## config.mk

```make
export PLATFORM = sky130hd
export DESIGN_NAME = axis_traffic_gen
export DESIGN_NICKNAME = d
export VERILOG_FILES = /design/src/rtl/axis_tg_pkg.sv /design/src/rtl/axis_tg_dest_seq.sv /design/src/rtl/axis_traffic_gen.sv
export SDC_FILE = /design/constraint.sdc
export NUM_CORES = 1
export LEC_CHECK = 0
export ABC_CLOCK_PERIOD_IN_PS = 3600
export BUFFER_PORTS_ARGS = -buffer_cell sky130_fd_sc_hd__buf_4
export CORE_ASPECT_RATIO = 1.4
export CORE_MARGIN = 2
export CORE_UTILIZATION = 54
export CTS_CLUSTER_SIZE = 25
export DETAILED_ROUTE_END_ITERATION = 8
export GPL_ROUTABILITY_DRIVEN = 0
export PLACE_DENSITY = 0.8
export SYNTH_ARGS = -nofsm -noshare
export SYNTH_HDL_FRONTEND = slang
export SYNTH_HIERARCHICAL = 1
export SYNTH_SLANG_ARGS = --single-unit
```

## constraint.sdc

```tcl
create_clock -name clk_usr -period 3.6 [get_ports clk_usr]
set_input_delay 1.08 -clock clk_usr [delete_from_list [all_inputs] [get_ports clk_usr]]
set_output_delay 1.08 -clock clk_usr [all_outputs]
set_load 0.05 [all_outputs]
```

## src/rtl/axis_tg_pkg.sv

```systemverilog
// Shared types and helpers for the AXI-Stream traffic generator.
package axis_tg_pkg;

  typedef enum logic [1:0] {
    ST_IDLE = 2'd0,
    ST_SEND = 2'd1,
    ST_FIN  = 2'd2
  } tg_state_e;

  // tdata is split into a packet-index half and a beat-index half
  function automatic int half_width(input int width);
    return width / 2;
  endfunction

endpackage

```

## src/rtl/axis_tg_dest_seq.sv

```systemverilog
// Destination sequencer: holds the current packet destination and steps it
// round-robin across endpoints, skipping the local endpoint.
module axis_tg_dest_seq
  import axis_tg_pkg::*;
#(
  parameter int TDEST_WIDTH   = 4,
  parameter int NUM_ENDPOINTS = 4
) (
  input  logic                   clk_i,
  input  logic                   rst_i,
  input  logic                   load_i,
  input  logic                   advance_i,
  input  logic                   rr_mode_i,
  input  logic [TDEST_WIDTH-1:0] fixed_dest_i,
  input  logic [TDEST_WIDTH-1:0] self_addr_i,
  output logic [TDEST_WIDTH-1:0] dest_o
);

  localparam logic [TDEST_WIDTH:0] NUM_EP  = (TDEST_WIDTH+1)'(NUM_ENDPOINTS);
  localparam logic                 SKIP_EN = (NUM_ENDPOINTS > 1);

  logic                   rr_q,   rr_d;
  logic [TDEST_WIDTH-1:0] dest_q, dest_d;
  logic [TDEST_WIDTH-1:0] step_s;

  function automatic logic [TDEST_WIDTH-1:0] wrap_inc(input logic [TDEST_WIDTH-1:0] d);
    logic [TDEST_WIDTH:0] sum;
    sum = {1'b0, d} + {{TDEST_WIDTH{1'b0}}, 1'b1};
    return TDEST_WIDTH'(sum % NUM_EP);
  endfunction

  always_comb begin
    rr_d   = rr_q;
    dest_d = dest_q;
    step_s = wrap_inc(dest_q);
    if (load_i) begin
      rr_d = rr_mode_i;
      if (rr_mode_i && SKIP_EN && (fixed_dest_i == self_addr_i)) begin
        dest_d = wrap_inc(fixed_dest_i);
      end else begin
        dest_d = fixed_dest_i;
      end
    end else if (advance_i && rr_q) begin
      // a single extra step is enough: two consecutive values cannot both be self
      if (SKIP_EN && (step_s == self_addr_i)) begin
        dest_d = wrap_inc(step_s);
      end else begin
        dest_d = step_s;
      end
    end else begin
      dest_d = dest_q;
    end
  end

  always_ff @(posedge clk_i) begin
    if (rst_i) begin
      rr_q   <= 1'b0;
      dest_q <= '0;
    end else begin
      rr_q   <= rr_d;
      dest_q <= dest_d;
    end
  end

  assign dest_o = dest_q;

endmodule

```

## src/rtl/axis_traffic_gen.sv

```systemverilog
// AXI-Stream packet generator: on start, emits a configured number of
// fixed-length packets with an index-encoded payload, then pulses done.
module axis_traffic_gen
  import axis_tg_pkg::*;
#(
  parameter int TDATA_WIDTH       = 32,
  parameter int TDEST_WIDTH       = 4,
  parameter int TID_WIDTH         = 2,
  parameter int NOC_NUM_ENDPOINTS = 4,
  parameter int PKT_LEN_WIDTH     = 8,
  parameter int PKT_CNT_WIDTH     = 16
) (
  input  logic                     clk_usr,
  input  logic                     rst_usr_sync,
  input  logic                     start,
  input  logic [PKT_LEN_WIDTH-1:0] cfg_pkt_len,
  input  logic [PKT_CNT_WIDTH-1:0] cfg_num_pkts,
  input  logic                     cfg_rr_mode,
  input  logic [TDEST_WIDTH-1:0]   cfg_fixed_dest,
  input  logic [TID_WIDTH-1:0]     cfg_tid,
  input  logic [TDEST_WIDTH-1:0]   self_addr,
  output logic                     busy,
  output logic                     done,
  output logic [PKT_CNT_WIDTH-1:0] pkts_sent,
  output logic                     axis_out_tvalid,
  input  logic                     axis_out_tready,
  output logic [TDATA_WIDTH-1:0]   axis_out_tdata,
  output logic                     axis_out_tlast,
  output logic [TID_WIDTH-1:0]     axis_out_tid,
  output logic [TDEST_WIDTH-1:0]   axis_out_tdest
);

  localparam int HALF_W = half_width(TDATA_WIDTH);

  tg_state_e                state_q,     state_d;
  logic [PKT_LEN_WIDTH-1:0] beat_q,      beat_d;
  logic [PKT_LEN_WIDTH-1:0] last_beat_q, last_beat_d;
  logic [PKT_CNT_WIDTH-1:0] pkt_q,       pkt_d;
  logic [PKT_CNT_WIDTH-1:0] last_pkt_q,  last_pkt_d;
  logic [PKT_CNT_WIDTH-1:0] sent_q,      sent_d;
  logic [TID_WIDTH-1:0]     tid_q,       tid_d;
  logic                     valid_q;
  logic                     done_q;
  logic                     load_s;
  logic                     adv_s;
  logic                     hs_s;
  logic [TDEST_WIDTH-1:0]   dest_s;

  assign hs_s = valid_q & axis_out_tready;

  always_comb begin
    state_d     = state_q;
    beat_d      = beat_q;
    last_beat_d = last_beat_q;
    pkt_d       = pkt_q;
    last_pkt_d  = last_pkt_q;
    sent_d      = sent_q;
    tid_d       = tid_q;
    load_s      = 1'b0;
    adv_s       = 1'b0;
    case (state_q)
      ST_IDLE: begin
        if (start) begin
          load_s      = 1'b1;
          beat_d      = '0;
          pkt_d       = '0;
          sent_d      = '0;
          tid_d       = cfg_tid;
          // a zero length is treated as a single-beat packet
          if (cfg_pkt_len == '0) begin
            last_beat_d = '0;
          end else begin
            last_beat_d = cfg_pkt_len - PKT_LEN_WIDTH'(1);
          end
          last_pkt_d = cfg_num_pkts - PKT_CNT_WIDTH'(1);
          if (cfg_num_pkts == '0) begin
            state_d = ST_FIN;
          end else begin
            state_d = ST_SEND;
          end
        end else begin
          state_d = ST_IDLE;
        end
      end
      ST_SEND: begin
        if (hs_s) begin
          if (beat_q == last_beat_q) begin
            beat_d = '0;
            sent_d = sent_q + PKT_CNT_WIDTH'(1);
            if (pkt_q == last_pkt_q) begin
              state_d = ST_FIN;
            end else begin
              pkt_d = pkt_q + PKT_CNT_WIDTH'(1);
              adv_s = 1'b1;
            end
          end else begin
            beat_d = beat_q + PKT_LEN_WIDTH'(1);
          end
        end else begin
          state_d = ST_SEND;
        end
      end
      ST_FIN: begin
        state_d = ST_IDLE;
      end
      default: begin
        state_d = ST_IDLE;
      end
    endcase
  end

  always_ff @(posedge clk_usr) begin
    if (rst_usr_sync) begin
      state_q     <= ST_IDLE;
      beat_q      <= '0;
      last_beat_q <= '0;
      pkt_q       <= '0;
      last_pkt_q  <= '0;
      sent_q      <= '0;
      tid_q       <= '0;
      valid_q     <= 1'b0;
      done_q      <= 1'b0;
    end else begin
      state_q     <= state_d;
      beat_q      <= beat_d;
      last_beat_q <= last_beat_d;
      pkt_q       <= pkt_d;
      last_pkt_q  <= last_pkt_d;
      sent_q      <= sent_d;
      tid_q       <= tid_d;
      valid_q     <= (state_d == ST_SEND);
      done_q      <= (state_d == ST_FIN);
    end
  end

  axis_tg_dest_seq #(
    .TDEST_WIDTH   (TDEST_WIDTH),
    .NUM_ENDPOINTS (NOC_NUM_ENDPOINTS)
  ) u_dest_seq (
    .clk_i        (clk_usr),
    .rst_i        (rst_usr_sync),
    .load_i       (load_s),
    .advance_i    (adv_s),
    .rr_mode_i    (cfg_rr_mode),
    .fixed_dest_i (cfg_fixed_dest),
    .self_addr_i  (self_addr),
    .dest_o       (dest_s)
  );

  assign busy            = valid_q;
  assign done            = done_q;
  assign pkts_sent       = sent_q;
  assign axis_out_tvalid = valid_q;
  assign axis_out_tdata  = {HALF_W'(pkt_q), HALF_W'(beat_q)};
  assign axis_out_tlast  = valid_q & (beat_q == last_beat_q);
  assign axis_out_tid    = tid_q;
  assign axis_out_tdest  = dest_s;

endmodule

```

==> reports/results.ini <==
[status]
outcome = complete, no violations

[sta]
tightestPinTransition_ps = 677
final.period_utilization = 0.826
setup_violations = 0
rsz0062_at_grt = no
tns_ps = 0
timing.fmax_ghz = 0.336
relSlewSlack = 0.545
clock_skew_ps = 13.2
min_period_ps = 2970
slew_violations = 0
hold_viol = 0

[final_layout]
final_core_util = 0.679
layout-area-overhead-vs-synth_pct = 22.2
nNetsFinal = 610
antenna_cells = 0
drive_above_1_share = 0.229

[synthesis]
synth_xor_area_frac = 0.133
synth-compound-area-share = 0.139
async_flop_share = 0
ys_types = 57
yosys-top-cells-count = dfxtp_1, nor2_1, nand2_1
synth_top_area_share = 0.369
ys.flop_type = dfxtp_1
avgSynthCellArea_um2 = 8.47
synth_edf_count = 0
synthAdderAreaFrac = 0.0154
netlist_area_um2 = 4070
synth_top_cell_by_area = dfxtp_1
yosysSeqAreaShare = 0.369
yosysWarnings = 6
synth_most_common_cell = dfxtp_1
synth-simple-area-share = 0.273
netlist_instances = 480
synth.area.top_cells = dfxtp_1, xnor2_1, xor2_1, nor2_1, nand2_1
synth_top_family_by_area = simple AND/OR/NAND/NOR gates
ys_ff_latch = 75
synthMuxAreaShare = 0.0148

[placed_design]
io_buffer_count = 88
dp_hpwl_mm = 7.26

[setup_path]
start_kind = flip-flop
arrival_ps = 1890
critPathCaptureType = output pin
critPathMaxFanout = 6
critPathKind = reg -> out
r2r_start = beat_q[2]
critPathLaunch = beat_q[2]
cp.required_ps = 2520

[drt]
viasPerCell = 5.63
avgRoutedWirePerCell_um = 14.6
ant_nets = 0
wl_mm = 9.73
num_vias = 3758
dr.pass1.iters = 4
drcViolationCount = 0
first_iter_violations = 223

[cts]
ctsHtreeMaxLevel = 3
holdBufCountCts = 0
root_buffer = clkbuf_8
cts_setup_buffers = 0
ctsResizeCount = 0
clock_latency_ps = 350
cts_tree = yes
clk_pin_slew_ps = 80
numCtsBuffers = 9
ctsLongestPathBuffers = 2
clock-sinks = 75

[floorplanning]
coreArea_um2 = 7310
start_util = 0.556
die_w_um = 77.3
std_cell_rows = 37
fp.dieArea_um2 = 8250
io_pins = 97
die_y_um = 107

[pwr]
p_per_area_nw_per_um2 = 382
p_leak_nw = 2.02
ir_drop_mv = 0.321
switching_share = 0.283
power_frac_seq = 0.467
intPower_mw = 1.36
switchingPower_mw = 0.536
clkPwrFrac = 0.373
p_comb_frac = 0.160

[grt]
grt_remaining_overflow = 0
grt_max_degree = 50
grt_pass1_vias = 3573
grt_usage = 0.239
grt_pass1_wl_mm = 16.0
antenna_found_initial = 0

[worst_hold_path]
min-delay-path-class = reg -> reg
hold_start = axis_out_tid[0]

[job]
cap_violations = 0

-- logic make-up (layout without fill, tap and decap cells) --
kind of cell	after synthesis	in the layout
mux	6	6
buf+inv	38	122
xor+xnor	61	61
flops	75	75
other cells	1	8
fa+ha+maj	5	5
compound gates	81	81
simple gates	213	213
-- layer usage --
layer / vias to the layer above / global-route usage / share of wire
li1: 1878 / - / -
met1: 1755 / 0.272 / 0.41
met2: 107 / 0.427 / 0.52
met3: 18 / 0.0522 / 0.050
met4: 0 / 0.101 / 0.018
met5: - / 0 / 0
-- registers in the layout, indices dropped and copies added, names as in the netlist --
signal             flops
axis_out_tvalid        1
u_dest_seq/rr_q        1
done                   1
beat_q                 8
pkt_q                 16
axis_out_tid           2
last_beat_q            8
u_dest_seq/dest_o      4
pkts_sent             16
last_pkt_q            16
state_q                2
-- critical path, stage by stage (launching register included) --
cell     delay [ps]
dfxtp_1         480
xnor2_1         160
nand4_1         190
nor2_1          350
and2_1          180
buf_4           190
-- final timing paths --
path                               end  slack (ps)  cells after the start
setup reg to reg  u_dest_seq/dest_o[1]        1210                      9
setup / recovery        axis_out_tlast         630                      5
hold / removal         axis_out_tid[0]         470                      2
hold reg to reg        axis_out_tid[0]         470                      2
-- stage by stage --
stage	cell area (um2)	worst slack (ps)	hold slack [ps]	instances	power, mW
2_1_floorplan	4090	688	446	487	1.12
3_3_place_gp	4750	428	451	652	1.20
3_5_place_dp	4750	376	459	652	1.21
4_1_cts	4970	640	472	668	1.91
5_1_grt	4970	511	494	668	1.97
6_report	4970	628	472	668	1.90
-- power by group through the flow --
stage | sequential, mW | combinational [mW] | clock [mW]
finish | 0.885 | 0.304 | 0.707
global route | 0.889 | 0.332 | 0.746
CTS | 0.885 | 0.304 | 0.717
detailed placement | 0.904 | 0.302 | 0
global placement | 0.902 | 0.295 | 0
floorplan | 0.921 | 0.194 | 0
-- final cells by class --
type,count,area (um2)
inverters,10,37.5
flip-flops and latches,75,1500
well taps,97,121
multi-input cells,374,2370
clock buffers,9,124
fillers,665,2350
repair buffers,96,721
clock inverters,7,92.6
-- cell usage in the layout (no fill, tap or decap), types with 6 or more instances in the layout --
cell,count
clkbuf_8,9
nand2_1,42
or3_1,10
nand3_1,12
a21oi_1,20
xor2_1,28
a211oi_1,15
mux2i_1,6
xnor2_1,32
o21ai_0,16
inv_1,9
buf_4,96
dfxtp_1,75
nor4_1,17
conb_1,8
nand2b_1,7
nor2_1,60
nor3_1,14
and3_1,8
nand4_1,16
No activity file was read; power rests on OpenSTA's default activity.
